==> src/rtl/mc_core.sv <==
// Multi-cycle parametrised core: 9-bit instructions, 8 registers, Z/C flags, writable jump LUT.
// Latency: 2 cycles per ALU/branch instruction (FETCH+EXEC), 3 + ack wait cycles per LD/ST.
// Backpressure: dmem_req is held with stable addr/we/wdata until dmem_ack; HALT waits for Start.
module mc_core #(
   parameter int DATA_W   = 8,
   parameter int PC_W     = 12,
   parameter int JL_DEPTH = 8
) (
   input  logic              Clk,
   input  logic              Reset,
   input  logic              Start,
   output logic [PC_W-1:0]   imem_addr,
   input  logic [8:0]        imem_data,
   output logic              dmem_req,
   output logic              dmem_we,
   output logic [DATA_W-1:0] dmem_addr,
   output logic [DATA_W-1:0] dmem_wdata,
   input  logic [DATA_W-1:0] dmem_rdata,
   input  logic              dmem_ack,
   input  logic              jl_we,
   input  logic [2:0]        jl_idx,
   input  logic [PC_W-1:0]   jl_dat,
   output logic              Done,
   output logic [1:0]        flags
);

   typedef enum logic [1:0] {S_FETCH, S_EXEC, S_MEM, S_HALT} state_t;

   localparam logic [2:0] OP_ADD = 3'b000;
   localparam logic [2:0] OP_SUB = 3'b001;
   localparam logic [2:0] OP_AND = 3'b010;
   localparam logic [2:0] OP_SHF = 3'b011;
   localparam logic [2:0] OP_LDI = 3'b100;
   localparam logic [2:0] OP_LD  = 3'b101;
   localparam logic [2:0] OP_ST  = 3'b110;
   localparam logic [2:0] OP_BR  = 3'b111;

   state_t            state;
   logic [PC_W-1:0]   pc;
   logic [8:0]        ir;
   logic [DATA_W-1:0] rf [8];
   logic [PC_W-1:0]   lut [JL_DEPTH];
   logic              c_flag;
   logic              z_flag;

   logic [2:0]        op;
   logic [2:0]        ra_i;
   logic [2:0]        rb_i;
   logic [DATA_W-1:0] a_val;
   logic [DATA_W-1:0] b_val;
   logic [DATA_W:0]   sum;
   logic [DATA_W-1:0] alu_res;
   logic              alu_c;
   logic              alu_wr;
   logic              br_take;
   logic [PC_W-1:0]   pc_inc;

   assign op        = ir[8:6];
   assign ra_i      = ir[5:3];
   assign rb_i      = ir[2:0];
   assign a_val     = rf[ra_i];
   assign b_val     = rf[rb_i];
   assign pc_inc    = pc + {{(PC_W-1){1'b0}}, 1'b1};
   assign imem_addr = pc;
   assign flags     = {c_flag, z_flag};

   // ALU result, carry and branch decision for the instruction held in IR
   always_comb begin
      sum     = '0;
      alu_res = a_val;
      alu_c   = c_flag;
      alu_wr  = 1'b0;
      br_take = 1'b0;
      case (op)
         OP_ADD: begin
            sum     = {1'b0, a_val} + {1'b0, b_val};
            alu_res = sum[DATA_W-1:0];
            alu_c   = sum[DATA_W];
            alu_wr  = 1'b1;
         end
         OP_SUB: begin
            // top bit of the widened difference is the borrow
            sum     = {1'b0, a_val} - {1'b0, b_val};
            alu_res = sum[DATA_W-1:0];
            alu_c   = sum[DATA_W];
            alu_wr  = 1'b1;
         end
         OP_AND: begin
            alu_res = a_val & b_val;
            alu_wr  = 1'b1;
         end
         OP_SHF: begin
            if (rb_i[0]) begin
               alu_res = {1'b0, a_val[DATA_W-1:1]};
               alu_c   = a_val[0];
            end else begin
               alu_res = {a_val[DATA_W-2:0], 1'b0};
               alu_c   = a_val[DATA_W-1];
            end
            alu_wr = 1'b1;
         end
         OP_LDI: begin
            alu_res = {{(DATA_W-3){1'b0}}, rb_i};
            alu_wr  = 1'b1;
         end
         OP_BR: begin
            case (rb_i)
               3'd0:    br_take = 1'b1;
               3'd1:    br_take = z_flag;
               3'd2:    br_take = c_flag;
               default: br_take = 1'b0;
            endcase
         end
         default: ;
      endcase
   end

   // Jump LUT: writable in every state; a same-cycle BR sees the previous entry
   always_ff @(posedge Clk or negedge Reset) begin
      if (!Reset) begin
         for (int i = 0; i < JL_DEPTH; i++) lut[i] <= '0;
      end else if (jl_we) begin
         lut[jl_idx] <= jl_dat;
      end
   end

   // Sequencer: FETCH/EXEC/MEM/HALT with register file, flags and memory handshake
   always_ff @(posedge Clk or negedge Reset) begin
      if (!Reset) begin
         state      <= S_FETCH;
         pc         <= '0;
         ir         <= '0;
         c_flag     <= 1'b0;
         z_flag     <= 1'b0;
         dmem_req   <= 1'b0;
         dmem_we    <= 1'b0;
         dmem_addr  <= '0;
         dmem_wdata <= '0;
         Done       <= 1'b0;
         for (int i = 0; i < 8; i++) rf[i] <= '0;
      end else begin
         case (state)
            S_FETCH: begin
               ir    <= imem_data;
               state <= S_EXEC;
            end
            S_EXEC: begin
               case (op)
                  OP_LD, OP_ST: begin
                     dmem_req   <= 1'b1;
                     dmem_we    <= (op == OP_ST);
                     dmem_addr  <= b_val;
                     dmem_wdata <= a_val;
                     state      <= S_MEM;
                  end
                  OP_BR: begin
                     if (rb_i == 3'd7) begin
                        Done  <= 1'b1;
                        state <= S_HALT;
                     end else begin
                        pc    <= br_take ? lut[ra_i] : pc_inc;
                        state <= S_FETCH;
                     end
                  end
                  default: begin
                     if (alu_wr) begin
                        rf[ra_i] <= alu_res;
                        c_flag   <= alu_c;
                        z_flag   <= (alu_res == '0);
                     end
                     pc    <= pc_inc;
                     state <= S_FETCH;
                  end
               endcase
            end
            S_MEM: begin
               if (dmem_ack) begin
                  if (!dmem_we) begin
                     rf[ra_i] <= dmem_rdata;
                     z_flag   <= (dmem_rdata == '0);
                  end
                  dmem_req <= 1'b0;
                  dmem_we  <= 1'b0;
                  pc       <= pc_inc;
                  state    <= S_FETCH;
               end
            end
            S_HALT: begin
               if (Start) begin
                  pc    <= '0;
                  Done  <= 1'b0;
                  state <= S_FETCH;
               end
            end
            default: state <= S_FETCH;
         endcase
      end
   end

endmodule
==> config.mk <==
export PLATFORM = sky130hd
export DESIGN_NAME = mc_core
export DESIGN_NICKNAME = d
export VERILOG_FILES = /design/src/rtl/mc_core.sv
export SDC_FILE = /design/constraint.sdc
export NUM_CORES = 1
export LEC_CHECK = 0
export CORE_ASPECT_RATIO = 0.8
export CORE_MARGIN = 10
export CORE_UTILIZATION = 60
export DETAILED_ROUTE_END_ITERATION = 10
export GPL_ROUTABILITY_DRIVEN = 0
export GPL_TIMING_DRIVEN = 0
export PLACE_DENSITY = 0.81
export SETUP_SLACK_MARGIN = 0.05
export SYNTH_ARGS = -nofsm -noshare
export SYNTH_HDL_FRONTEND = slang
export SYNTH_SLANG_ARGS = --single-unit
==> constraint.sdc <==
create_clock -name Clk -period 5.7 [get_ports Clk]
set_input_delay 0.855 -clock Clk [delete_from_list [all_inputs] [get_ports Clk]]
set_output_delay 0.855 -clock Clk [all_outputs]
set_load 0.03 [all_outputs]
# Yosys cells after proc, flatten, opt, wreduce, memory -nomap -nowiden
# Cells that the tools add are included.
# op_classes
bitwise,5
reduce_logical,21
n_lt_le_gt_ge,5
muxes,53
add_sub_neg,3
n_eq_ne,23
# ops
op,count
$mux W64,4
$bwmux W64,2
$pmux W64 S2,1
$bwmux W96,1
$mux W12,7
$bmux W8 S3,2
$mux W8,6
$pmux W8 S5,1
$bmux W12 S3,1
$demux W12 S3,1
$pmux W12 S3,1
$demux W8 S3,1
$pmux W12 S2,1
$ne A2 B2 Y1 const B,9
$logic_not A8 Y1,2
$eq A3 B3 Y1 const B,5
$mux W1,13
$add A12 B1 Y12 const B,1
$ge A4 B4 Y1 const B,3
$not A3 Y4,3
$reduce_and A5 Y1,2
$add A8 B8 Y9,1
$eq A3 B2 Y1 const B,3
$sub A8 B8 Y9,1
other kinds (23),38
# totals
output_inout_bits,33
reg_bits,204
wordCells,136
in_bits,37

# Longest topological paths before layout
# depth
ltp_word,10
depth_mapped,16
depth_no_buf,14

# Least setup slack after synthesis
# OpenSTA, ideal clock, no wires.
# synth_timing
kind,reg-to-reg
startpoint,reg ir[0]
endpoint,reg z_flag
t_arrival_ns,4.304
required_time_ns,5.608
path_slack_ns,1.305
period_less_slack_ns,4.395
setup_ns,0.092
stages_incl_launch_ff,13
n_path_buf,2
cell_sequence,dfrtp_1 clkbuf_1 buf_1 mux4_2 mux2_2 fa_1 mux2_2 o22ai_1 nand2_1 o32a_1 or4_1 or4b_1 o31ai_2
# synth_between
elab_chain_len,10
word_cells_on_any_way,13
classes_between,2 x add/sub; 8 x mux; 2 x bitwise; 1 x reduce/logical
# synth_rtl
item,line,source
"start, declared",40,logic [8:0] ir;
"start signal, assigned",144,ir <= imem_data;
$not A3 Y4 (implied by the code) (*),62,assign b_val = rf[rb_i];
$bmux W8 S3 (*),62,
$mux W8 (implied by the code) (*) (2 in series),62,
via b_val[1],50,logic [DATA_W-1:0] b_val;
$sub A8 B8 Y9 (tied with other cells),83,"sum = {1'b0, a_val} - {1'b0, b_val};"
$pmux W8 S5 (*),74,case (op)
$logic_not A8 Y1 (*),169,z_flag <= (alu_res == '0);
$mux W1 (*),166,if (alu_wr) begin
$mux W1 (*),148,case (op)
$pmux W1 S2 (*),142,case (state)
"end signal, assigned",169,
"end signal, assigned",180,z_flag <= (dmem_rdata == '0);
"end, declared",44,logic z_flag;
# The timed path passes the listed nets; every way through them passes the cells marked *. The select of a mux whose other input is x is not followed.
# A chain may end at the register's enable or synchronous reset.

# Worst setup path in the final report
# layout_timing
startpoint,reg ir[0]
endpoint,reg rf[55] (netlist name)
# layout_between
elab_chain_len,10
word_cells_on_any_way,13
classes_between,2 x add/sub; 9 x mux; 2 x bitwise
# layout_rtl
item,line,source
$not A3 Y4 (implied by the code) (*),62,
$bmux W8 S3 (*),62,
$mux W8 (implied by the code) (*) (2 in series),62,
via b_val[1],50,
$sub A8 B8 Y9 or $add A8 B8 Y9 (tied branches),"83, 76",
$pmux W8 S5 (*),74,
$bwmux W64 (*),167,rf[ra_i] <= alu_res;
$mux W64 (*),166,
$mux W64 (*),148,
$pmux W64 S2 (*),142,
"end signal, assigned by index",167,
"end signal, assigned by index",179,rf[ra_i] <= dmem_rdata;
"end, declared",41,logic [DATA_W-1:0] rf [8];
# Marks and branches as above.

==> results.toml <==
[cells_and_area]
mostFrequentLayoutCell = "dfrtp_1"
syn2layout_area_growth_pct = 15.36
diodes = 0
drive_gt1_share_pct = 23.38
nNetsFinal = 1152
postLayoutCoreUtil_pct = 70.66
fillers = 1313
layout_common_cells = "dfrtp_1, mux2_2, nand2_1"

[clock_tree]
clk_latency_ns = 0.51
clk_pin_slew_worst_paths_ns = 0.06
clockBufferDepth = 3
root_buffer = "clkbuf_16"
hold_buffers = 0
cts_max_level = 1
cts_sinks = 204
cts_buffers = 22
cts_tree = "done"

[detailed_routing]
drcViolationCount = 0
avgRoutedWirePerCell_microns = 23.41
via_per_inst = 6.590
drt-total-wl_microns = 31320
dr_total_vias = 8817
drt_first_iter_violations = 1054
final_antenna_net_count = 0
drtPass1Iterations = 5

[floorplanning]
core_area_sq_um = 18170
start_util_pct = 61.25
die_w_microns = 172.3
boundaryPins = 70
die_y_microns = 141.8
rows = 44
die-area_sq_um = 24430

[worst_setup_path]
crit_arrival_ns = 5.72
r2r-end = "rf[55]"
cp.required_ns = 6.14
endpoint = "rf[55]"
setup.worst_path.start = "ir[0]"
r2r_start = "ir[0]"
crit_path_max_fanout = 10
worst_setup_path_end_kind = "flip-flop"
reg2reg_depth = 14
crit_type = "reg -> reg"
r2r_setup_slack_ns = 0.43
worstSetupStartpointType = "flip-flop"

[global_routing]
grt_pass1_wl_microns = 48980
grt_use_total_pct = 25.62
grt_max_degree = 110
grt_antenna_before_repair = 0
grt_pass1_vias = 8686
grt-ovfl-total = 0

[yosys]
seq_area_frac_synth_pct = 45.87
synth-main-ff-cell = "dfrtp_1"
ys_ff_latch = 204
netlist_instances = 1001
netlist_area_sq_um = 11130
synth_edf_count = 0
synth_cell_types = 68
syn_nets = 1058
synth_area_per_cell_sq_um = 11.12
synth.yosys.warnings = 0
async_flop_share_pct = 100.0

[flow_run]
max_cap_violations = 0

[power_and_ir_drop]
peakVddDrop_uv = 704.6
cellLeakagePower_nw = 5.416
power_mw = 9.028
power.density_nw_per_um2 = 703.2

[run_status]
outcome = "finished, final reports clean"

[timing]
setup_tns_ns = 0
finalCritPeriodShare_pct = 92.49
timing.fmax_ghz = 0.1897
rsz0062_at_grt = "no"
holdWs_ns = 0.3857
slew_violations = 0
timing.final.hold_violations = 0
min_period_ns = 5.272
slew_headroom_pct = 13.90
worst_slew_pin_slew_ns = 1.292
setup_viol = 0
fin_skew_ns = 0.01039

[placed_design]
place_hpwl_microns = 22000
io_buffers = 69

[hold_path]
holdCritPathClass = "in -> async"
[stage by stage]
stage	cell area [sq um]	cells	worst slack [ns]
after global placement	12110	1300	-4.701
after CTS	12840	1338	0.1526
after floorplan	11130	1001	1.305
after detailed placement	12140	1301	0.1781
after global routing	12840	1338	0.1842
final	12840	1338	0.4284
[sequential cells by signal, indices dropped and copies added (netlist names), 2 cells and up]
signal	flops
state	2
ir	9
lut	96
imem_addr	12
rf	64
dmem_addr	8
dmem_wdata	8
[what timing repair did]
item	4_1_cts	5_1_grt
buffers inserted	0	0
setup endpoints to repair	0	8
gates resized for setup	0	2
[how the worst min path moves through the flow]
stage	startpoint	to	cells after the start
floorplan	rf[10]	rf[10]	2
global placement	dmem_req	dmem_req	1
detailed placement	Done	Done	2
CTS	Reset	lut[0]	1
global route	Reset	lut[0]	1
finish	Reset	lut[0]	1
[power by group]
group | leakage, nW | internal (mW) | switching (mW)
Clock | 0.355 | 0.805 | 0.579
Sequential | 2.47 | 1.95 | 0.379
Combinational | 2.60 | 2.16 | 3.15
Total | 5.42 | 4.92 | 4.11
[synthesized netlist by cell type, types with 5 or more instances]
library cell  number  area share (%)
ha_1              18             2.0
and2_1             6            0.34
a221oi_1          13             1.0
nor2b_1           15            0.84
dfrtp_1          204              46
a21oi_1           63             2.8
buf_1             14            0.47
mux4_2            28             5.7
nor3b_1            6            0.40
nand3_1           13            0.58
o21a_1             9            0.61
a21o_1             7            0.47
clkbuf_1          39             1.3
o22ai_1            5            0.28
inv_1             22            0.74
mux2i_1           22             2.0
a22oi_1           13            0.88
o21ai_0           52             2.3
nand2_1           85             2.9
a31oi_1            9            0.51
nor3_1            16            0.72
mux2_2           167              17
nor2_1            76             2.6
[critical path, stage by stage (launching register included)]
cell	delay [ns]
dfrtp_1	0.35
clkbuf_1	0.66
clkbuf_2	0.53
mux4_2	0.58
mux2_2	0.34
inv_1	0.17
ha_1	0.27
nor2b_1	0.15
o31ai_1	0.51
a21oi_1	0.18
o21ai_0	0.18
a21boi_0	0.12
a2111o_1	0.44
a31oi_2	0.45
mux2_2	0.25
[layout make-up]
type | instances | area, sq um | share of cell area (%)
well taps | 230 | 287.8 | 2.242
inverters | 26 | 97.59 | 0.7602
flip-flops and latches | 204 | 5105 | 39.77
clock inverters | 7 | 35.03 | 0.2729
plain buffers | 62 | 267.8 | 2.086
multi-input cells | 709 | 5659 | 44.08
repair buffers | 70 | 723.2 | 5.634
clock buffers | 30 | 661.9 | 5.156
[layer usage]
layer  track usage [%]  share of wire [%]  up-vias
li1                  -                  -     3857
met1             35.49                 43     4454
met2             39.15                 45      451
met3             6.820                9.7       55
met4             6.567                2.2        0
met5                 0                  0        -
[cell families after synthesis]
kind of cell	count (synthesis)	synth area share (%)
xor gates and xnor gates	8	0.6296
and+or+nand+nor	248	10.25
DFF	204	45.87
adders and majority gates	20	2.384
buffers and inverters	88	3.272
AOI/OAI and AO/OA	210	12.01
muxes	223	25.58
(Power assumes the default switching activity.)
==> edit, RTL diff (same settings) <==
Reset style: synchronous (`Reset`), changed in 2 clocked blocks.
--- a/src/rtl/mc_core.sv
+++ b/src/rtl/mc_core.sv
@@ -118,3 +118,3 @@
    // Jump LUT: writable in every state; a same-cycle BR sees the previous entry
-   always_ff @(posedge Clk or negedge Reset) begin
+   always_ff @(posedge Clk) begin
       if (!Reset) begin
@@ -127,3 +127,3 @@
    // Sequencer: FETCH/EXEC/MEM/HALT with register file, flags and memory handshake
-   always_ff @(posedge Clk or negedge Reset) begin
+   always_ff @(posedge Clk) begin
       if (!Reset) begin
Check against the original RTL: differs if Reset is asserted again (counterexample within 4 cycles, from zero or initial values and one cycle with Reset low); with Reset held inactive, the same outputs for 4 cycles.
==> edit against the unedited design <==
Final area decreased by 0.43%. Final cell count decreased by 4.1%. Critical path depth is 2 lower. Die area down 0.24%. Maximum frequency increased by 1.5%. Sequential cell count up 6. Area after synthesis decreased by 0.27%. Sequential share of layout area rose by 5.7 points. Worst hold slack better by 110 ps. Routed wire length down 9.4%. Setup slack improved by 79 ps. Critical path type unchanged.
Power is not compared: it rests on default switching activity, and its combinational part moved more than twofold at a synthesized area within 25%.
==> edit: results (changes against the unedited design) <==
Nets - 1094 (was 1152)
Vias in the first global route - 7866 (was 8686)
Top delay family on crit path - compound AO/OA/AOI/OAI gates (unchanged)
Slowest-stage cell, CP - nor2_1 (was clkbuf_1)
Num CTS Buffers - 22 (unchanged)
Syn_nets - 997 (was 1058)
Synth Area in Compound Gates - 0.0999 (was 0.120)
GRT Overall Usage - 0.231 (was 0.256)
Skew final - 22.4 ps (was 10.4 ps)
Synth unique cells - 66 (was 68)
Max-cap violations - 0 (unchanged)
Synth Area in Adders - 0.0239 (was 0.0238)
Critical Path Max Stage Delay - 600 ps (was 660 ps)
Via count - 8186 (was 8817)
Filler cell count in the final layout - 1246 (was 1313)
1st-pass router iterations - 5 (unchanged)
Yosys warnings - 0 (unchanged)
1st-iter DRT viols - 1025 (was 1054)
Dpl cell area - 12100 sq um (about the same)
Post-synth EDFFs - 160 (was 0)
Pleak - 4.79 nW
Post-Place Setup Slack - 373 ps (was 178 ps)
Synth top area cells - edfxtp_1, mux4_2, dfxtp_1 (was dfrtp_1, mux2_2, mux4_2)
Asr flop ratio synth - 0 (was 1.00)
Least-Margin Pin Slew - 1170 ps (was 1290 ps)
First-pass GRT wire length - 44100 um (was 49000 um)
PortBufs - 69 (unchanged)
HPWL Detailed - 21100 um (was 22000 um)
Drt total wl - 28400 um (was 31300 um)
Largest net degree at the start of global routing - 16 (was 110)
Max-slew violations - 0 (unchanged)
Mux share of post-synthesis cell area - 0.152 (was 0.256)
CP max FO - 10 (unchanged)
H-tree levels - 1 (unchanged)
Synth top cells by count - edfxtp_1, and2_1, nand2_1 (was dfrtp_1, mux2_2, nand2_1)
Synth Area in XOR/XNOR - 0.0110 (was 0.00630)
Fraction of layout cells with a size suffix above 1 - 0.115 (was 0.234)
Register area share after synthesis - 0.523 (was 0.459)
Type of the worst min-delay path - flip-flop to flip-flop (was input port to async pin)
Status - finished, final reports clean (unchanged)
-- edit: through the flow --
step / total power, mW / instances / hold slack (ps)
finish: 3.89 / 1283 / 498
global route: 4.03 / 1283 / 526
CTS: 3.89 / 1283 / 500
detailed placement: 2.57 / 1243 / 487
global placement: 2.55 / 1239 / 478
floorplan: 2.32 / 940 / 472
-- edit: cell type report --
class | count | area (sq um) | area share
multi-input combinational | 642 | 4930 | 0.385
buffer | 57 | 250 | 0.0196
tap | 230 | 288 | 0.0225
inverter | 31 | 116 | 0.00910
sequential | 210 | 5810 | 0.454
clock inverter | 10 | 72.6 | 0.00568
timing repair buffer | 73 | 732 | 0.0573
clock buffer | 30 | 591 | 0.0462
-- edit: path summary, 6_finish.rpt --
path              cells after the start            end  slack (ps)           from
setup / recovery                     12       rf[5][7]         510      flip-flop
hold / removal                        1  dmem_wdata[3]         500  dmem_wdata[3]
setup reg to reg                     12       rf[5][7]         510      flip-flop
hold reg to reg                       1  dmem_wdata[3]         500  dmem_wdata[3]
-- edit: per-layer routing --
layer,vias up,wire (um),global-route usage
met5,-,0,0
met4,0,674,0.0521
met3,72,3440,0.0432
met2,538,12700,0.356
met1,3920,11600,0.334
li1,3656,-,-
-- edit: kinds of logic after synthesis --
| logic type | Yosys count |
|---|---|
| and+or+nand+nor | 357 |
| muxes | 98 |
| xor gates and xnor gates | 14 |
| AOI/OAI and AO/OA | 153 |
| buffers and inverters | 88 |
| DFF | 210 |
| adders and majority gates | 20 |
-- edit: power breakdown --
| part | switching [mW] | internal [mW] |
|---|---|---|
| Sequential | 0.0447 | 1.73 |
| Clock | 0.591 | 0.734 |
| Combinational | 0.487 | 0.304 |
